===== config.mk =====
export PLATFORM = sky130hd
export DESIGN_NAME = matrix_uart_sender
export DESIGN_NICKNAME = d
export VERILOG_FILES = /design/src/rtl/matrix_uart_sender.sv
export SDC_FILE = /design/constraint.sdc
export NUM_CORES = 1
export LEC_CHECK = 0
export CAP_MARGIN = 20
export CORE_ASPECT_RATIO = 1.4
export CORE_UTILIZATION = 40
export CTS_CLUSTER_SIZE = 24
export DETAILED_ROUTE_END_ITERATION = 10
export RECOVER_POWER = 50
export SKIP_CTS_REPAIR_TIMING = 1
export SLEW_MARGIN = 20
export SYNTH_ARGS = -nofsm -noshare
export SYNTH_HDL_FRONTEND = slang
export SYNTH_SLANG_ARGS = --single-unit

===== constraint.sdc =====
create_clock -name clk -period 10.9 [get_ports clk]
set_input_delay 1.09 -clock clk [delete_from_list [all_inputs] [get_ports clk]]
set_output_delay 1.09 -clock clk [all_outputs]
set_load 0.03 [all_outputs]

===== src/rtl/matrix_uart_sender.sv =====
// -----------------------------------------------------------------------------
// matrix_uart_sender
//
// Formats one display command into ASCII text and streams it to a byte-level
// UART transmitter. Each accepted start renders a value plus mode flags into
// an internal byte buffer, sends the bytes one at a time using the UART busy
// handshake, and then pulses done.
//
// Modes, highest priority first:
//   newline_only : CR LF
//   sum_head     : "TOTAL:" <total> CR LF "|  M|  N|CNT|" CR LF
//   sum_elem     : "|" <value right-aligned in 3> [ "|" CR LF if last column ]
//   id_mode      : <unpadded value> [ CR LF if last column ]
//   element      : <signed value right-aligned in ELEM_FIELD_W>, then CR LF
//                  on the last column or a single space otherwise
//
// Ports:
//   clk, rst_n    clock, asynchronous active-low reset
//   data          signed value to print
//   start         one-cycle command strobe (accepted only when idle)
//   is_last_col   append the row terminator
//   newline_only  print CR LF only
//   id_mode       print an unpadded decimal ID
//   sum_head      print the summary header, total = data
//   sum_elem      print one summary table cell
//   done          one-cycle pulse after the last byte has left the UART
//   busy          high from the cycle after an accepted start until done
//   tx_data       byte to the UART transmitter
//   tx_start      one-cycle byte strobe to the UART transmitter
//   tx_busy       UART busy, rises the cycle after tx_start
// -----------------------------------------------------------------------------
module matrix_uart_sender #(
  parameter int DATA_WIDTH   = 8,
  parameter int BUF_DEPTH    = 24,
  parameter int ELEM_FIELD_W = 4
) (
  input  logic                         clk,
  input  logic                         rst_n,
  input  logic signed [DATA_WIDTH-1:0] data,
  input  logic                         start,
  input  logic                         is_last_col,
  input  logic                         newline_only,
  input  logic                         id_mode,
  input  logic                         sum_head,
  input  logic                         sum_elem,
  output logic                         done,
  output logic                         busy,
  output logic [7:0]                   tx_data,
  output logic                         tx_start,
  input  logic                         tx_busy
);

  // Lengths and pointers are wide enough for any message the formatter can
  // produce, so an oversized message is caught by the assertion below rather
  // than silently wrapping.
  localparam int LEN_W = $clog2(BUF_DEPTH + 8);
  localparam int MAG_W = DATA_WIDTH + 1;

  localparam logic [2:0] ST_IDLE    = 3'd0;
  localparam logic [2:0] ST_LATCH   = 3'd1;
  localparam logic [2:0] ST_CONV    = 3'd2;
  localparam logic [2:0] ST_BUILD   = 3'd3;
  localparam logic [2:0] ST_SEND    = 3'd4;
  localparam logic [2:0] ST_GUARD   = 3'd5;
  localparam logic [2:0] ST_WAIT_TX = 3'd6;
  localparam logic [2:0] ST_DONE    = 3'd7;

  localparam logic [2:0] MODE_NL   = 3'd0;
  localparam logic [2:0] MODE_HEAD = 3'd1;
  localparam logic [2:0] MODE_CELL = 3'd2;
  localparam logic [2:0] MODE_ID   = 3'd3;
  localparam logic [2:0] MODE_ELEM = 3'd4;

  localparam logic [7:0] CH_CR    = 8'h0D;
  localparam logic [7:0] CH_LF    = 8'h0A;
  localparam logic [7:0] CH_SP    = 8'h20;
  localparam logic [7:0] CH_BAR   = 8'h7C;
  localparam logic [7:0] CH_MINUS = 8'h2D;
  localparam logic [7:0] CH_ZERO  = 8'h30;

  // Fixed header text "TOTAL:".
  function automatic logic [7:0] total_char(input int k);
    case (k)
      0:       return 8'h54;  // T
      1:       return 8'h4F;  // O
      2:       return 8'h54;  // T
      3:       return 8'h41;  // A
      4:       return 8'h4C;  // L
      default: return 8'h3A;  // :
    endcase
  endfunction

  // Fixed table header "|  M|  N|CNT|".
  function automatic logic [7:0] table_char(input int k);
    case (k)
      1, 2, 5, 6:  return CH_SP;
      3:           return 8'h4D;  // M
      7:           return 8'h4E;  // N
      9:           return 8'h43;  // C
      10:          return 8'h4E;  // N
      11:          return 8'h54;  // T
      default:     return CH_BAR;
    endcase
  endfunction

  // Digit slot 0/1/2 = hundreds/tens/ones.
  function automatic logic [7:0] digit_at(input logic [7:0] d_h, input logic [7:0] d_t,
                                          input logic [7:0] d_o, input int s);
    case (s)
      0:       return d_h;
      1:       return d_t;
      default: return d_o;
    endcase
  endfunction

  logic [2:0]            state_q,  state_d;
  logic [2:0]            mode_q,   mode_d;
  logic                  last_q,   last_d;
  logic [DATA_WIDTH-1:0] data_q,   data_d;
  logic                  neg_q,    neg_d;
  logic [MAG_W-1:0]      rem_q,    rem_d;
  logic [3:0]            hund_q,   hund_d;
  logic [3:0]            tens_q,   tens_d;
  logic [LEN_W-1:0]      wr_idx_q, wr_idx_d;
  logic [LEN_W-1:0]      rd_ptr_q, rd_ptr_d;
  logic [LEN_W-1:0]      len_q,    len_d;
  logic                  tx_start_q, tx_start_d;
  logic [7:0]            tx_data_q,  tx_data_d;
  logic [7:0]            buf_q [BUF_DEPTH];

  logic [MAG_W-1:0]      mag;
  logic [7:0]            dig_h, dig_t, dig_o;
  int                    ndig;
  int                    idx;
  int                    rel;
  int                    len_i;
  logic [7:0]            msg_byte;
  logic [LEN_W-1:0]      msg_len;
  logic [7:0]            rd_byte;

  // Magnitude in one extra bit so the most negative value keeps its size
  // (-128 becomes 128). Only elements are treated as signed.
  always_comb begin
    if (mode_q == MODE_ELEM && data_q[DATA_WIDTH-1]) begin
      mag = (~{1'b1, data_q}) + 1'b1;
    end else begin
      mag = {1'b0, data_q};
    end
  end

  // Digit characters and the unpadded digit count (zero prints one digit).
  always_comb begin
    dig_h = CH_ZERO + {4'h0, hund_q};
    dig_t = CH_ZERO + {4'h0, tens_q};
    dig_o = CH_ZERO + {4'h0, rem_q[3:0]};
    if (hund_q != 4'd0) begin
      ndig = 3;
    end else if (tens_q != 4'd0) begin
      ndig = 2;
    end else begin
      ndig = 1;
    end
  end

  // Byte generator: the character at buffer position wr_idx_q for the
  // latched mode, plus the total message length.
  always_comb begin
    idx      = int'(wr_idx_q);
    rel      = 0;
    msg_byte = CH_SP;
    len_i    = 2;
    case (mode_q)
      MODE_NL: begin
        len_i    = 2;
        msg_byte = (idx == 0) ? CH_CR : CH_LF;
      end
      MODE_HEAD: begin
        len_i = 6 + ndig + 17;
        rel   = idx - 6 - ndig;
        if (idx < 6) begin
          msg_byte = total_char(idx);
        end else if (rel < 0) begin
          msg_byte = digit_at(dig_h, dig_t, dig_o, idx - 3 - ndig);
        end else if (rel == 0 || rel == 15) begin
          msg_byte = CH_CR;
        end else if (rel == 1 || rel == 16) begin
          msg_byte = CH_LF;
        end else begin
          msg_byte = table_char(rel - 2);
        end
      end
      MODE_CELL: begin
        len_i = last_q ? 7 : 4;
        if (idx == 0 || idx == 4) begin
          msg_byte = CH_BAR;
        end else if (idx <= 3) begin
          // Positions 1..3 map onto hundreds/tens/ones; leading slots blank.
          msg_byte = (idx - 1 >= 3 - ndig) ? digit_at(dig_h, dig_t, dig_o, idx - 1) : CH_SP;
        end else begin
          msg_byte = (idx == 5) ? CH_CR : CH_LF;
        end
      end
      MODE_ID: begin
        len_i = ndig + (last_q ? 2 : 0);
        if (idx < ndig) begin
          msg_byte = digit_at(dig_h, dig_t, dig_o, idx + 3 - ndig);
        end else begin
          msg_byte = (idx == ndig) ? CH_CR : CH_LF;
        end
      end
      default: begin
        len_i = ELEM_FIELD_W + (last_q ? 2 : 1);
        if (idx >= ELEM_FIELD_W) begin
          msg_byte = !last_q ? CH_SP : ((idx == ELEM_FIELD_W) ? CH_CR : CH_LF);
        end else if (idx >= ELEM_FIELD_W - ndig) begin
          msg_byte = digit_at(dig_h, dig_t, dig_o, idx - ELEM_FIELD_W + 3);
        end else if (neg_q && idx == ELEM_FIELD_W - ndig - 1) begin
          // The sign hugs the first digit, padding goes in front of it.
          msg_byte = CH_MINUS;
        end else begin
          msg_byte = CH_SP;
        end
      end
    endcase
    msg_len = LEN_W'(len_i);
  end

  assign rd_byte = (rd_ptr_q < LEN_W'(BUF_DEPTH)) ? buf_q[rd_ptr_q] : 8'h00;

  // Next-state logic.
  always_comb begin
    // NOTE: every signal assigned here gets a default first, so no path can
    // leave it unassigned and infer a latch.
    state_d    = state_q;
    mode_d     = mode_q;
    last_d     = last_q;
    data_d     = data_q;
    neg_d      = neg_q;
    rem_d      = rem_q;
    hund_d     = hund_q;
    tens_d     = tens_q;
    wr_idx_d   = wr_idx_q;
    rd_ptr_d   = rd_ptr_q;
    len_d      = len_q;
    tx_start_d = 1'b0;
    tx_data_d  = tx_data_q;

    case (state_q)
      ST_IDLE: begin
        if (start) begin
          // Inputs are captured on the accept cycle; later changes are ignored.
          data_d = data;
          last_d = is_last_col;
          if (newline_only) begin
            mode_d = MODE_NL;
          end else if (sum_head) begin
            mode_d = MODE_HEAD;
          end else if (sum_elem) begin
            mode_d = MODE_CELL;
          end else if (id_mode) begin
            mode_d = MODE_ID;
          end else begin
            mode_d = MODE_ELEM;
          end
          state_d = ST_LATCH;
        end
      end
      ST_LATCH: begin
        neg_d    = (mode_q == MODE_ELEM) && data_q[DATA_WIDTH-1];
        rem_d    = mag;
        hund_d   = 4'd0;
        tens_d   = 4'd0;
        wr_idx_d = '0;
        state_d  = (mode_q == MODE_NL) ? ST_BUILD : ST_CONV;
      end
      ST_CONV: begin
        // One subtraction per cycle; the ones digit is what remains.
        if (rem_q >= MAG_W'(100)) begin
          rem_d  = rem_q - MAG_W'(100);
          hund_d = hund_q + 4'd1;
        end else if (rem_q >= MAG_W'(10)) begin
          rem_d  = rem_q - MAG_W'(10);
          tens_d = tens_q + 4'd1;
        end else begin
          state_d = ST_BUILD;
        end
      end
      ST_BUILD: begin
        len_d = msg_len;
        if (wr_idx_q == msg_len - 1'b1) begin
          rd_ptr_d = '0;
          state_d  = ST_SEND;
        end else begin
          wr_idx_d = wr_idx_q + 1'b1;
        end
      end
      ST_SEND: begin
        if (!tx_busy) begin
          tx_start_d = 1'b1;
          tx_data_d  = rd_byte;
          state_d    = ST_GUARD;
        end
      end
      ST_GUARD: begin
        // The UART raises tx_busy only after it has seen tx_start, so its
        // busy flag is not yet meaningful in this cycle.
        state_d = ST_WAIT_TX;
      end
      ST_WAIT_TX: begin
        if (!tx_busy) begin
          if (rd_ptr_q == len_q - 1'b1) begin
            state_d = ST_DONE;
          end else begin
            rd_ptr_d = rd_ptr_q + 1'b1;
            state_d  = ST_SEND;
          end
        end
      end
      ST_DONE: begin
        state_d = ST_IDLE;
      end
      default: begin
        state_d = ST_IDLE;
      end
    endcase
  end

  always_ff @(posedge clk or negedge rst_n) begin
    if (!rst_n) begin
      state_q    <= ST_IDLE;
      mode_q     <= MODE_ELEM;
      last_q     <= 1'b0;
      data_q     <= '0;
      neg_q      <= 1'b0;
      rem_q      <= '0;
      hund_q     <= 4'd0;
      tens_q     <= 4'd0;
      wr_idx_q   <= '0;
      rd_ptr_q   <= '0;
      len_q      <= '0;
      tx_start_q <= 1'b0;
      tx_data_q  <= 8'h00;
    end else begin
      // NOTE: non-blocking assignments so every register updates from the
      // values of the previous cycle, independent of statement order.
      state_q    <= state_d;
      mode_q     <= mode_d;
      last_q     <= last_d;
      data_q     <= data_d;
      neg_q      <= neg_d;
      rem_q      <= rem_d;
      hund_q     <= hund_d;
      tens_q     <= tens_d;
      wr_idx_q   <= wr_idx_d;
      rd_ptr_q   <= rd_ptr_d;
      len_q      <= len_d;
      tx_start_q <= tx_start_d;
      tx_data_q  <= tx_data_d;
    end
  end

  // NOTE: the byte buffer has no reset; every entry is written in BUILD
  // before SEND reads it, so clearing it would only cost hardware.
  always_ff @(posedge clk) begin
    if (state_q == ST_BUILD && wr_idx_q < LEN_W'(BUF_DEPTH)) begin
      buf_q[wr_idx_q] <= msg_byte;
    end
  end

  assign done     = (state_q == ST_DONE);
  assign busy     = (state_q != ST_IDLE) && (state_q != ST_DONE);
  assign tx_start = tx_start_q;
  assign tx_data  = tx_data_q;

  // A summary header with a two- or three-digit total needs 25-26 bytes;
  // BUF_DEPTH must be raised if such totals are ever printed.
  len_fits_buffer: assert property (@(posedge clk) disable iff (!rst_n)
    (state_q == ST_BUILD) |-> (msg_len <= LEN_W'(BUF_DEPTH)));

endmodule


==> results_dict.tcl, run 1 <==
set metrics [dict create \
    power.share.sequential 0.318 \
    num_antenna_cells 0 \
    die_w_um 152 \
    worst-setup-path-type "reg -> reg" \
    syn-num-nets 1109 \
    max_slew_headroom -1.63 \
    yosysSeqAreaShare 0.513 \
    avgRoutedWirePerCell_um 22.0 \
    failed_checks "capacitance limit, slew limit" \
    p_per_area_mw_per_mm2 329 \
    grt_pass1_vias 8595 \
    dr.pass1.iters 6 \
    crit_fanout 24 \
    total_leakage_power_nw 4.88 \
    cp_data_arrival_time_ps 6110 \
    min_period_over_period 0.546 \
    clock-root-buffer "sky130_fd_sc_hd__clkbuf_16" \
    syn_area_per_cell_sq_um 12.2 \
    intPower_w 0.00253 \
    placementRows 76 \
    yosys-top-cells-area "sky130_fd_sc_hd__edfxtp_1, sky130_fd_sc_hd__dfrtp_1, sky130_fd_sc_hd__mux4_2" \
    timing.critical_path.to_type "flip-flop" \
    drt-vias-per-instance 5.85 \
    gpl.final_weighted_congestion 1.03 \
    floorplan.initialDensity 0.407 \
    cts_tree "done" \
    status "finished with violations" \
    p_sw_w 0.00202 \
    ys.flop_type "sky130_fd_sc_hd__edfxtp_1" \
    cells_after_synth 1028 \
    io_count 28 \
    finalWirelength_um 31900 \
    grt_max_degree 56 \
    drv.max_cap_violation_count 2 \
    die_y_um 211 \
    power.combinational.fraction 0.524 \
    worstPathRequired_ps 11060 \
    fin_setup_tns_ps 0 \
    clkLatencyLatePin_ps 520 \
    setup_viol_count_final 0 \
    clock_tree.htree_level_count 1 \
    areaGrowthSynthToFinish_pct 10.4 \
    post_layout_util 0.449 \
    timing.final.hold_violations 0 \
    ys_types 91 \
    synthesis.yosys.warnings 0 \
    grt_pass1_wl_um 49500 \
    hp-start "neg_q$_DFFE_PN0P_" \
    synth.cell_area_sq_mm 0.0125 \
    detailedRoute.firstIterationViolations 524 \
    post-dp-hpwl_um 23300 \
    grt.overflow.total 0 \
    synth_enable_flop_cells 168 \
    clock_power_share 0.158 \
    num-nets-final 1123 \
    min_period_ps 5950 \
    detailroute.via_count 8473 \
    groute.usage.overall 0.205 \
    worst_setup_path_start_kind "flip-flop" \
    yosys.area.top_type_share 0.403 \
    drc 0 \
    worstMarginPinSlew_ps 3940 \
    tritoncts_num_sinks 223 \
    setup_repair_after_global_routing_missed_its_margin "no" \
    port_buffers 26 \
    clock_transition_time_at_the_flip_flop_clock_pins_of_the_worst_setup_and_hold_paths_ps 60 \
    grt_antenna_before_repair 0 \
    die_area_sq_mm 0.0320 \
    skew_ps 29.8 \
    cts_inserted_buffers 23 \
    route.antenna.remaining_nets 0 \
    sw_frac_of_total 0.443 \
    maxClockFrequency_mhz 168 \
    final-max-slew-violation-count 105 \
    critPathLaunch "tens_q[0]$_DFFE_PN0P_" \
    post_route_cells_drive_above_1_share 0.129 \
    core_region_area_sq_mm 0.0308 \
    cts_max_path_buffers 3 \
    critical_path.reg2reg.startpoint "tens_q[0]$_DFFE_PN0P_" \
    yosys_register_bits 223 \
    worstHoldPathType "reg -> reg" \
    async_reset_ff_frac 0.247 \
    worst_ir_drop_vdd_v 0.000129 \
    whs_ps 517 \
    yosysTopAreaCell "sky130_fd_sc_hd__edfxtp_1" \
]
==> routing by layer <==
metal	track usage	wire, um
met1	0.226	12100
met2	0.386	17300
met3	0.0222	939
met4	0.0970	1560
met5	0	0
==> kinds of logic (layout without fill, tap and decap cells) <==
logic type,count (synthesis),count (layout),synth area share
adders and majority gates,64,64,0.0663
buffers and inverters,96,127,0.0308
and+or+nand+nor,308,308,0.126
AOI/OAI and AO/OA,222,222,0.123
other,1,1,0.000299
muxes,78,78,0.114
xor gates and xnor gates,36,36,0.0275
DFF,223,223,0.513
==> placed cells by master (no fill, tap or decap), types with 16 or more instances in the layout <==
| cell type | instances |
|---|---|
| sky130_fd_sc_hd__a21oi_1 | 52 |
| sky130_fd_sc_hd__clkbuf_16 | 23 |
| sky130_fd_sc_hd__clkdlybuf4s50_1 | 16 |
| sky130_fd_sc_hd__dfrtp_1 | 51 |
| sky130_fd_sc_hd__edfxtp_1 | 168 |
| sky130_fd_sc_hd__ha_1 | 60 |
| sky130_fd_sc_hd__inv_1 | 46 |
| sky130_fd_sc_hd__mux4_2 | 49 |
| sky130_fd_sc_hd__nand2_1 | 71 |
| sky130_fd_sc_hd__nand3_1 | 29 |
| sky130_fd_sc_hd__nor2_1 | 84 |
| sky130_fd_sc_hd__nor3_1 | 25 |
| sky130_fd_sc_hd__o21ai_0 | 38 |
| sky130_fd_sc_hd__xnor2_1 | 23 |
==> stage by stage <==
stage	total power (W)	cell area [sq um]	instances	setup slack (ps)
2_1_floorplan	0.00312	12500	1028	5780
3_3_place_gp	0.00380	13200	1406	5360
3_5_place_dp	0.00383	13200	1406	5040
4_1_cts	0.00456	13800	1448	4980
5_1_grt	0.00487	13800	1449	4480
6_report	0.00455	13800	1449	4950
==> path summary, 6_finish.rpt <==
path / cells after the start / to / slack, ps
min in group asynchronous: 2 / tx_data[4]$_DFFE_PN0P_ / 1730
setup / recovery: 17 / buf_q[8][1]$_DFFE_PP_ / 4950
setup reg to reg: 17 / buf_q[8][1]$_DFFE_PP_ / 4950
hold / removal: 2 / neg_q$_DFFE_PN0P_ / 520
hold reg to reg: 2 / neg_q$_DFFE_PN0P_ / 520
max in group asynchronous: 2 / rd_ptr_q[1]$_DFFE_PN0P_ / 7130
==> sequential cells by signal, summed over array words and instances (netlist names) <==
name and flops:
buf_q 168, rem_q 9, data_q 8, tx_data 7
rd_ptr_q 5, wr_idx_q 5, hund_q 4, len_q 4
tens_q 4, mode_q 3, state_q 3, last_q 1
neg_q 1, tx_start 1
==> final cells by class <==
class                           count  area, sq um
Fill cell                        2847        17000
Multi-Input combinational cell    709         5730
Clock inverter                     13         73.8
Inverter                           47          176
Timing Repair Buffer               38          327
Clock buffer                       29          608
Tap cell                          390          488
Sequential cell                   223         6430
==> power by group through the flow <==
stage / clock network [W] / logic (W) / registers (W)
global placement: 0 / 0.00234 / 0.00146
detailed placement: 0 / 0.00237 / 0.00146
CTS: 0.000735 / 0.00238 / 0.00145
global route: 0.000766 / 0.00264 / 0.00147
floorplan: 0 / 0.00173 / 0.00139
finish: 0.000719 / 0.00239 / 0.00145
==> synth_stat cells, types with 13 or more instances <==
| master | instances |
|---|---|
| sky130_fd_sc_hd__a31oi_1 | 13 |
| sky130_fd_sc_hd__buf_2 | 14 |
| sky130_fd_sc_hd__inv_1 | 46 |
| sky130_fd_sc_hd__o21ai_0 | 37 |
| sky130_fd_sc_hd__xnor2_1 | 23 |
| sky130_fd_sc_hd__mux4_2 | 49 |
| sky130_fd_sc_hd__ha_1 | 60 |
| sky130_fd_sc_hd__clkbuf_1 | 29 |
| sky130_fd_sc_hd__a22oi_1 | 13 |
| sky130_fd_sc_hd__edfxtp_1 | 168 |
| sky130_fd_sc_hd__dfrtp_1 | 54 |
| sky130_fd_sc_hd__nand3_1 | 29 |
| sky130_fd_sc_hd__nand2_1 | 71 |
| sky130_fd_sc_hd__a21oi_1 | 52 |
| sky130_fd_sc_hd__nor3_1 | 25 |
| sky130_fd_sc_hd__nor2_1 | 84 |
| sky130_fd_sc_hd__mux2_2 | 14 |
==> critical path, stage by stage, from the launching register on <==
cell,delay (ps)
sky130_fd_sc_hd__dfrtp_1,480
sky130_fd_sc_hd__inv_1,100
sky130_fd_sc_hd__ha_1,160
sky130_fd_sc_hd__nor3b_1,320
sky130_fd_sc_hd__nand2_1,260
sky130_fd_sc_hd__inv_1,290
sky130_fd_sc_hd__ha_1,280
sky130_fd_sc_hd__nor2b_1,190
sky130_fd_sc_hd__nor4_4,390
sky130_fd_sc_hd__nand2_1,160
sky130_fd_sc_hd__ha_1,320
sky130_fd_sc_hd__nand4b_1,180
sky130_fd_sc_hd__nor4_1,580
sky130_fd_sc_hd__nor4b_1,330
sky130_fd_sc_hd__mux2i_1,160
sky130_fd_sc_hd__a2111oi_0,470
sky130_fd_sc_hd__a211oi_1,130
sky130_fd_sc_hd__o22ai_2,790
Note: power is estimated with default switching activity, not from simulation.
==> run 2: changes to the inputs <==
==> constraint.sdc (replaced) <==
create_clock -name clk -period 6.2 [get_ports clk]
set_input_delay 0.62 -clock clk [delete_from_list [all_inputs] [get_ports clk]]
set_output_delay 0.62 -clock clk [all_outputs]
set_load 0.03 [all_outputs]
==> results_dict.tcl, run 2 (same netlist as run 1, synthesis figures left out) <==
set metrics [dict create \
    skew_ps 17.2 \
    final-max-slew-violation-count 101 \
    placementRows 76 \
    cts_max_path_buffers 3 \
    setup_slack_at_placement_ps 512 \
    timing.critical_path.cells "inv_1 -> ha_1 -> nor3b_1 -> nand2_1 -> inv_1 -> ha_1 -> nor2b_1 -> nor4_4 -> nand2_1 -> ha_1 -> nand4b_1 -> nor4_1 -> nor4b_1 -> mux2i_1 -> a2111oi_0 -> a211oi_1 -> o22ai_4" \
    timing.final.hold_violations 0 \
    dr.pass1.iters 5 \
    gpl.final_weighted_congestion 0.930 \
    cts_inserted_buffers 21 \
    worst-path-buf-inv 2 \
    worstPathRequired_ps 6430 \
    reg2reg_setup_slack_ps 630 \
    critical_path.reg2reg.startpoint "tens_q[0]$_DFFE_PN0P_" \
    maxClockFrequency_mhz 180 \
    critPathMostFrequentCell "sky130_fd_sc_hd__ha_1" \
    hp-start "neg_q$_DFFE_PN0P_" \
    clock_tree.htree_level_count 1 \
    cp_top_family "simple AND/OR/NAND/NOR gates" \
    worstHoldPathType "reg -> reg" \
    min_period_ps 5570 \
    fin_total_pwr_w 0.00795 \
    end_point_of_the_most_critical_hold_path "neg_q$_DFFE_PN0P_" \
    status "finished with violations" \
    use_met3 0.0237 \
    cp_slowest_cell "sky130_fd_sc_hd__nor4_1" \
    total_leakage_power_nw 4.88 \
    intPower_w 0.00444 \
    timing.critical_path.to_type "flip-flop" \
    power.combinational.fraction 0.532 \
    grt-busiest-layer "met2" \
    globalRouteMet2Util 0.394 \
    die_w_um 152 \
    number_of_flip_flops_under_the_largest_register_name 168 \
    die_area_sq_mm 0.0320 \
    route.antenna.remaining_nets 0 \
    grt_max_degree 56 \
    p_sw_w 0.00351 \
    areaGrowthSynthToFinish_pct 10.5 \
    cts_tree "done" \
    tritoncts_num_sinks 223 \
    p_per_area_mw_per_mm2 575 \
    failed_checks "capacitance limit, slew limit" \
    setup_repair_after_global_routing_missed_its_margin "no" \
    sw_frac_of_total 0.442 \
    worst_setup_path_start_kind "flip-flop" \
    cp_data_arrival_time_ps 5800 \
    layout.cells.most_common "sky130_fd_sc_hd__edfxtp_1" \
    fin_setup_tns_ps 0 \
    max_slew_headroom -1.13 \
    grt_pass1_vias 8443 \
    largestRegisters "buf_q x168, rem_q x9, data_q x8" \
    drc 0 \
    drv.max_cap_violation_count 4 \
    port_buffers 26 \
    clock_power_share 0.154 \
    fin_ws_ps 631 \
    power.share.sequential 0.314 \
    clkLatencyLatePin_ps 510 \
    met1_layer_usage_reported_by_global_route 0.231 \
    clock-root-buffer "sky130_fd_sc_hd__clkbuf_16" \
    groute.usage.overall 0.211 \
    avgRoutedWirePerCell_um 22.8 \
    post-dp-hpwl_um 24400 \
    clock_transition_time_at_the_flip_flop_clock_pins_of_the_worst_setup_and_hold_paths_ps 60 \
    grt.overflow.total 0 \
    layout.cells.most_common_list "sky130_fd_sc_hd__edfxtp_1, sky130_fd_sc_hd__nor2_1, sky130_fd_sc_hd__nand2_1" \
    timing.hold.worst_path_depth 2 \
    grt_pass1_wl_um 50000 \
    reg2reg_to "buf_q[15][1]$_DFFE_PP_" \
    finalWirelength_um 33100 \
    min_period_over_period 0.898 \
    core_region_area_sq_mm 0.0308 \
    detailedRoute.firstIterationViolations 549 \
    cells_on_worst_reg2reg_path 17 \
    num-nets-final 1126 \
    detailroute.via_count 8572 \
    crit_fanout 24 \
    regMostFlops "buf_q" \
    grt_antenna_before_repair 0 \
    slowest_delay_ps 640 \
    io_count 28 \
    worst_ir_drop_vdd_v 0.000248 \
    floorplan.initialDensity 0.407 \
    worstMarginPinSlew_ps 3200 \
    drt-vias-per-instance 5.91 \
    num_antenna_cells 0 \
    whs_ps 505 \
    post_route_cells_drive_above_1_share 0.127 \
    worst-setup-path-type "reg -> reg" \
    die_y_um 211 \
    setup_viol_count_final 0 \
]
[run 2: changes by cell type in the layout (fill, tap and decap cells not counted), moves of 2 or more]
cell and change:
sky130_fd_sc_hd__dfrtp_2 -2, sky130_fd_sc_hd__clkbuf_16 -2, sky130_fd_sc_hd__clkinvlp_4 +2, sky130_fd_sc_hd__buf_4 +8, sky130_fd_sc_hd__clkbuf_1 -3, sky130_fd_sc_hd__dfrtp_1 +2
sky130_fd_sc_hd__clkinv_2 -7, sky130_fd_sc_hd__clkinv_1 +4
[run 2: metrics by stage]
stage               instance area, sq um  instances   util
global route                       13800       1450  0.449
floorplan                          12500       1028      -
global placement                   13200       1412  0.429
detailed placement                 13200       1412  0.429
finish                             13800       1450  0.449
CTS                                13900       1450  0.450
[run 2: how the worst max path moves through the flow]
stage	start	to	slack, ps	cells after the start
after floorplan	tens_q[0]$_DFFE_PN0P_	buf_q[0][0]$_DFFE_PP_	1080	18
after global placement	tens_q[0]$_DFFE_PN0P_	buf_q[13][1]$_DFFE_PP_	650	17
after detailed placement	tens_q[0]$_DFFE_PN0P_	buf_q[12][1]$_DFFE_PP_	510	17
after CTS	tens_q[0]$_DFFE_PN0P_	buf_q[14][1]$_DFFE_PP_	460	17
after global routing	tens_q[0]$_DFFE_PN0P_	buf_q[23][1]$_DFFE_PP_	160	17
final	tens_q[0]$_DFFE_PN0P_	buf_q[15][1]$_DFFE_PP_	630	17
[run 2: power by group through the flow]
stage / combinational (W) / clock, W / sequential, W
finish: 0.00423 / 0.00122 / 0.00250
global route: 0.00467 / 0.00130 / 0.00253
CTS: 0.00421 / 0.00125 / 0.00250
detailed placement: 0.00418 / 0 / 0.00253
global placement: 0.00416 / 0 / 0.00252
floorplan: 0.00304 / 0 / 0.00244
[run 2: worst min-delay path: cells and delay by family (launching register included)]
family | cells | cell delay (ps)
simple gates | 1 | 50
compound gates | 1 | 60
flops | 1 | 360
[run 2: area by class of cell]
cell class,count,area (sq um)
Clock inverter,13,98.8
Sequential cell,223,6420
Clock buffer,25,541
Inverter,47,176
Tap cell,390,488
Fill cell,2849,17000
Timing Repair Buffer,43,368
Multi-Input combinational cell,709,5740
[run 2: routing by layer]
metal  vias to the layer above  wire, um  part of all wire
met2                       247     17800              0.54
met1                      4270     12300              0.37
li1                       3957         -                 -
met4                         0      1770             0.053
met5                         -         0                 0
met3                        98      1240             0.037
==> run 3: changes to the inputs <==
--- a/config.mk
+++ b/config.mk
@@ -10,9 +10,9 @@
 export CORE_UTILIZATION = 40
 export CTS_CLUSTER_SIZE = 24
 export DETAILED_ROUTE_END_ITERATION = 10
+export DONT_BUFFER_PORTS = 1
 export RECOVER_POWER = 50
 export SKIP_CTS_REPAIR_TIMING = 1
-export SLEW_MARGIN = 20
 export SYNTH_ARGS = -nofsm -noshare
 export SYNTH_HDL_FRONTEND = slang
 export SYNTH_SLANG_ARGS = --single-unit
==> results_dict.tcl, run 3 (same netlist as run 1, synthesis figures left out) <==
set metrics [dict create \
    cp_slowest_cell "sky130_fd_sc_hd__nor4_1" \
    p_per_area_mw_per_mm2 588 \
    post_layout_util 0.447 \
    clock_tree.htree_level_count 1 \
    cts_max_path_buffers 3 \
    core_region_area_sq_mm 0.0308 \
    max_slew_headroom -1.14 \
    gpl.final_weighted_congestion 0.982 \
    min_period_ps 5540 \
    worstMarginPinSlew_ps 3210 \
    final-max-slew-violation-count 84 \
    num_antenna_cells 0 \
    worst-setup-path-type "reg -> reg" \
    floorplan.initialDensity 0.407 \
    groute.usage.overall 0.210 \
    dr.pass1.iters 5 \
    placedCellCount 1387 \
    grt_max_degree 56 \
    placementRows 76 \
    critPathCapture "buf_q[5][1]$_DFFE_PP_" \
    tritoncts_num_sinks 223 \
    setup_viol_count_final 0 \
    port_buffers 0 \
    skew_ps 22.6 \
    timing.critical_path.cells "inv_1 -> ha_1 -> nor3b_1 -> nand2_1 -> inv_1 -> ha_1 -> nor2b_1 -> nor4_4 -> nand2_1 -> ha_1 -> nand4b_1 -> nor4_1 -> nor4b_1 -> mux2i_1 -> a2111oi_0 -> a211oi_1 -> o22ai_4" \
    drv.max_cap_violation_count 3 \
    post_route_cells_drive_above_1_share 0.132 \
    whs_ps 197 \
    worst_setup_path_start_kind "flip-flop" \
    timing.critical_path.to_type "flip-flop" \
    layout.cells.most_common "sky130_fd_sc_hd__edfxtp_1" \
    layout.cells.most_common_list "sky130_fd_sc_hd__edfxtp_1, sky130_fd_sc_hd__nor2_1, sky130_fd_sc_hd__nand2_1" \
    post_placement_cell_area_sq_mm 0.0130 \
    slowest_delay_ps 570 \
    reg2reg_setup_slack_ps 660 \
    fin_setup_tns_ps 0 \
    number_of_flip_flops_under_the_largest_register_name 168 \
    grt_pass1_vias 8369 \
    status "finished with violations" \
    worstHoldPathType "in -> reg" \
    cp_data_arrival_time_ps 5750 \
    min_period_over_period 0.893 \
    grt_antenna_before_repair 0 \
    num-nets-final 1105 \
    finalWirelength_um 32800 \
    grt.overflow.total 0 \
    drt-vias-per-instance 5.86 \
    drc 0 \
    timing.final.hold_violations 0 \
    final_design_area_no_fill_sq_mm 0.0138 \
    failed_checks "capacitance limit, slew limit" \
    clkLatencyLatePin_ps 510 \
    route.antenna.remaining_nets 0 \
    cts_tree "done" \
    post-dp-hpwl_um 24300 \
    worstPathRequired_ps 6410 \
    detailroute.via_count 8373 \
    critPathMostFrequentCell "sky130_fd_sc_hd__ha_1" \
    cells_on_worst_reg2reg_path 17 \
    grt_pass1_wl_um 49900 \
    total_leakage_power_nw 4.86 \
    worst_ir_drop_vdd_v 0.000199 \
    setup_repair_after_global_routing_missed_its_margin "no" \
    clock_transition_time_at_the_flip_flop_clock_pins_of_the_worst_setup_and_hold_paths_ps 60 \
    crit_fanout 24 \
    largestRegisters "buf_q x168, rem_q x9, data_q x8" \
    reg2reg_to "buf_q[5][1]$_DFFE_PP_" \
    critical_path.reg2reg.startpoint "tens_q[0]$_DFFE_PN0P_" \
    regMostFlops "buf_q" \
    clock-root-buffer "sky130_fd_sc_hd__clkbuf_16" \
    cts_inserted_buffers 22 \
    die_y_um 211 \
    io_count 28 \
    layout.cells.non_filler 1430 \
    die_w_um 152 \
    die_area_sq_mm 0.0320 \
    detailedRoute.firstIterationViolations 603 \
    critPathLaunch "tens_q[0]$_DFFE_PN0P_" \
    areaGrowthSynthToFinish_pct 9.83 \
    maxClockFrequency_mhz 181 \
    avgRoutedWirePerCell_um 22.9 \
]
-- run 3: cell types whose count changed in the layout (fill, tap and decap cells not counted), sizes merged --
cell	before	now
dlygate4sd3	10	1
buf	14	12
inv	49	47
bufinv	1	3
clkbuf	29	42
clkinvlp	3	1
clkinv	7	2
clkdlybuf4s50	15	0
-- run 3: critical path, delay by kind of cell (launching register included) --
| family | cells | cell delay [ps] |
|---|---|---|
| flops | 1 | 470 |
| mux | 1 | 150 |
| compound gates | 3 | 1150 |
| fa+ha+maj | 3 | 740 |
| buf+inv | 2 | 360 |
| simple gates | 8 | 2360 |
-- run 3: report_power, final --
part	total (W)	switching, W	leakage (nW)	internal, W
Sequential	0.00256	0.000330	2.20	0.00223
Combinational	0.00410	0.00261	2.27	0.00149
Clock	0.00143	0.000544	0.388	0.000891
Total	0.00809	0.00348	4.86	0.00461
-- run 3: worst min-delay path by stage --
| stage | start | endpoint | slack, ps | cells after the start |
|---|---|---|---|---|
| 4_1_cts | rst_n | tx_data[5]$_DFFE_PN0P_ | -230 | 0 |
| 2_1_floorplan | rst_n | data_q[0]$_DFFE_PN0P_ | 320 | 0 |
| 5_1_grt | newline_only | mode_q[0]$_DFFE_PN0P_ | 180 | 1 |
| 6_report | newline_only | mode_q[0]$_DFFE_PN0P_ | 200 | 1 |
| 3_5_place_dp | rst_n | tx_data[5]$_DFFE_PN0P_ | 330 | 0 |
| 3_3_place_gp | rst_n | tx_data[5]$_DFFE_PN0P_ | 330 | 0 |
-- run 3: through the flow --
step | total power (W) | setup slack, ps
floorplan | 0.00548 | 1080
global placement | 0.00663 | 725
detailed placement | 0.00666 | 561
CTS | 0.00811 | 457
global route | 0.00863 | 92.5
finish | 0.00809 | 662
-- run 3: routing by layer --
metal / share of wire / GRT usage / routed length [um] / vias to the layer above
li1: - / - / - / 3919
met1: 0.37 / 0.236 / 12200 / 4145
met2: 0.54 / 0.390 / 17900 / 227
met3: 0.038 / 0.0205 / 1250 / 82
met4: 0.044 / 0.0973 / 1440 / 0
met5: 0 / 0 / 0 / -
-- run 3: cell type report --
class                           count  area, sq um
Multi-Input combinational cell    709         5740
Tap cell                          390          488
Clock buffer                       34          688
Inverter                           47          176
Fill cell                        2829        17100
Clock inverter                      6          111
Timing Repair Buffer               21          130
Sequential cell                   223         6420
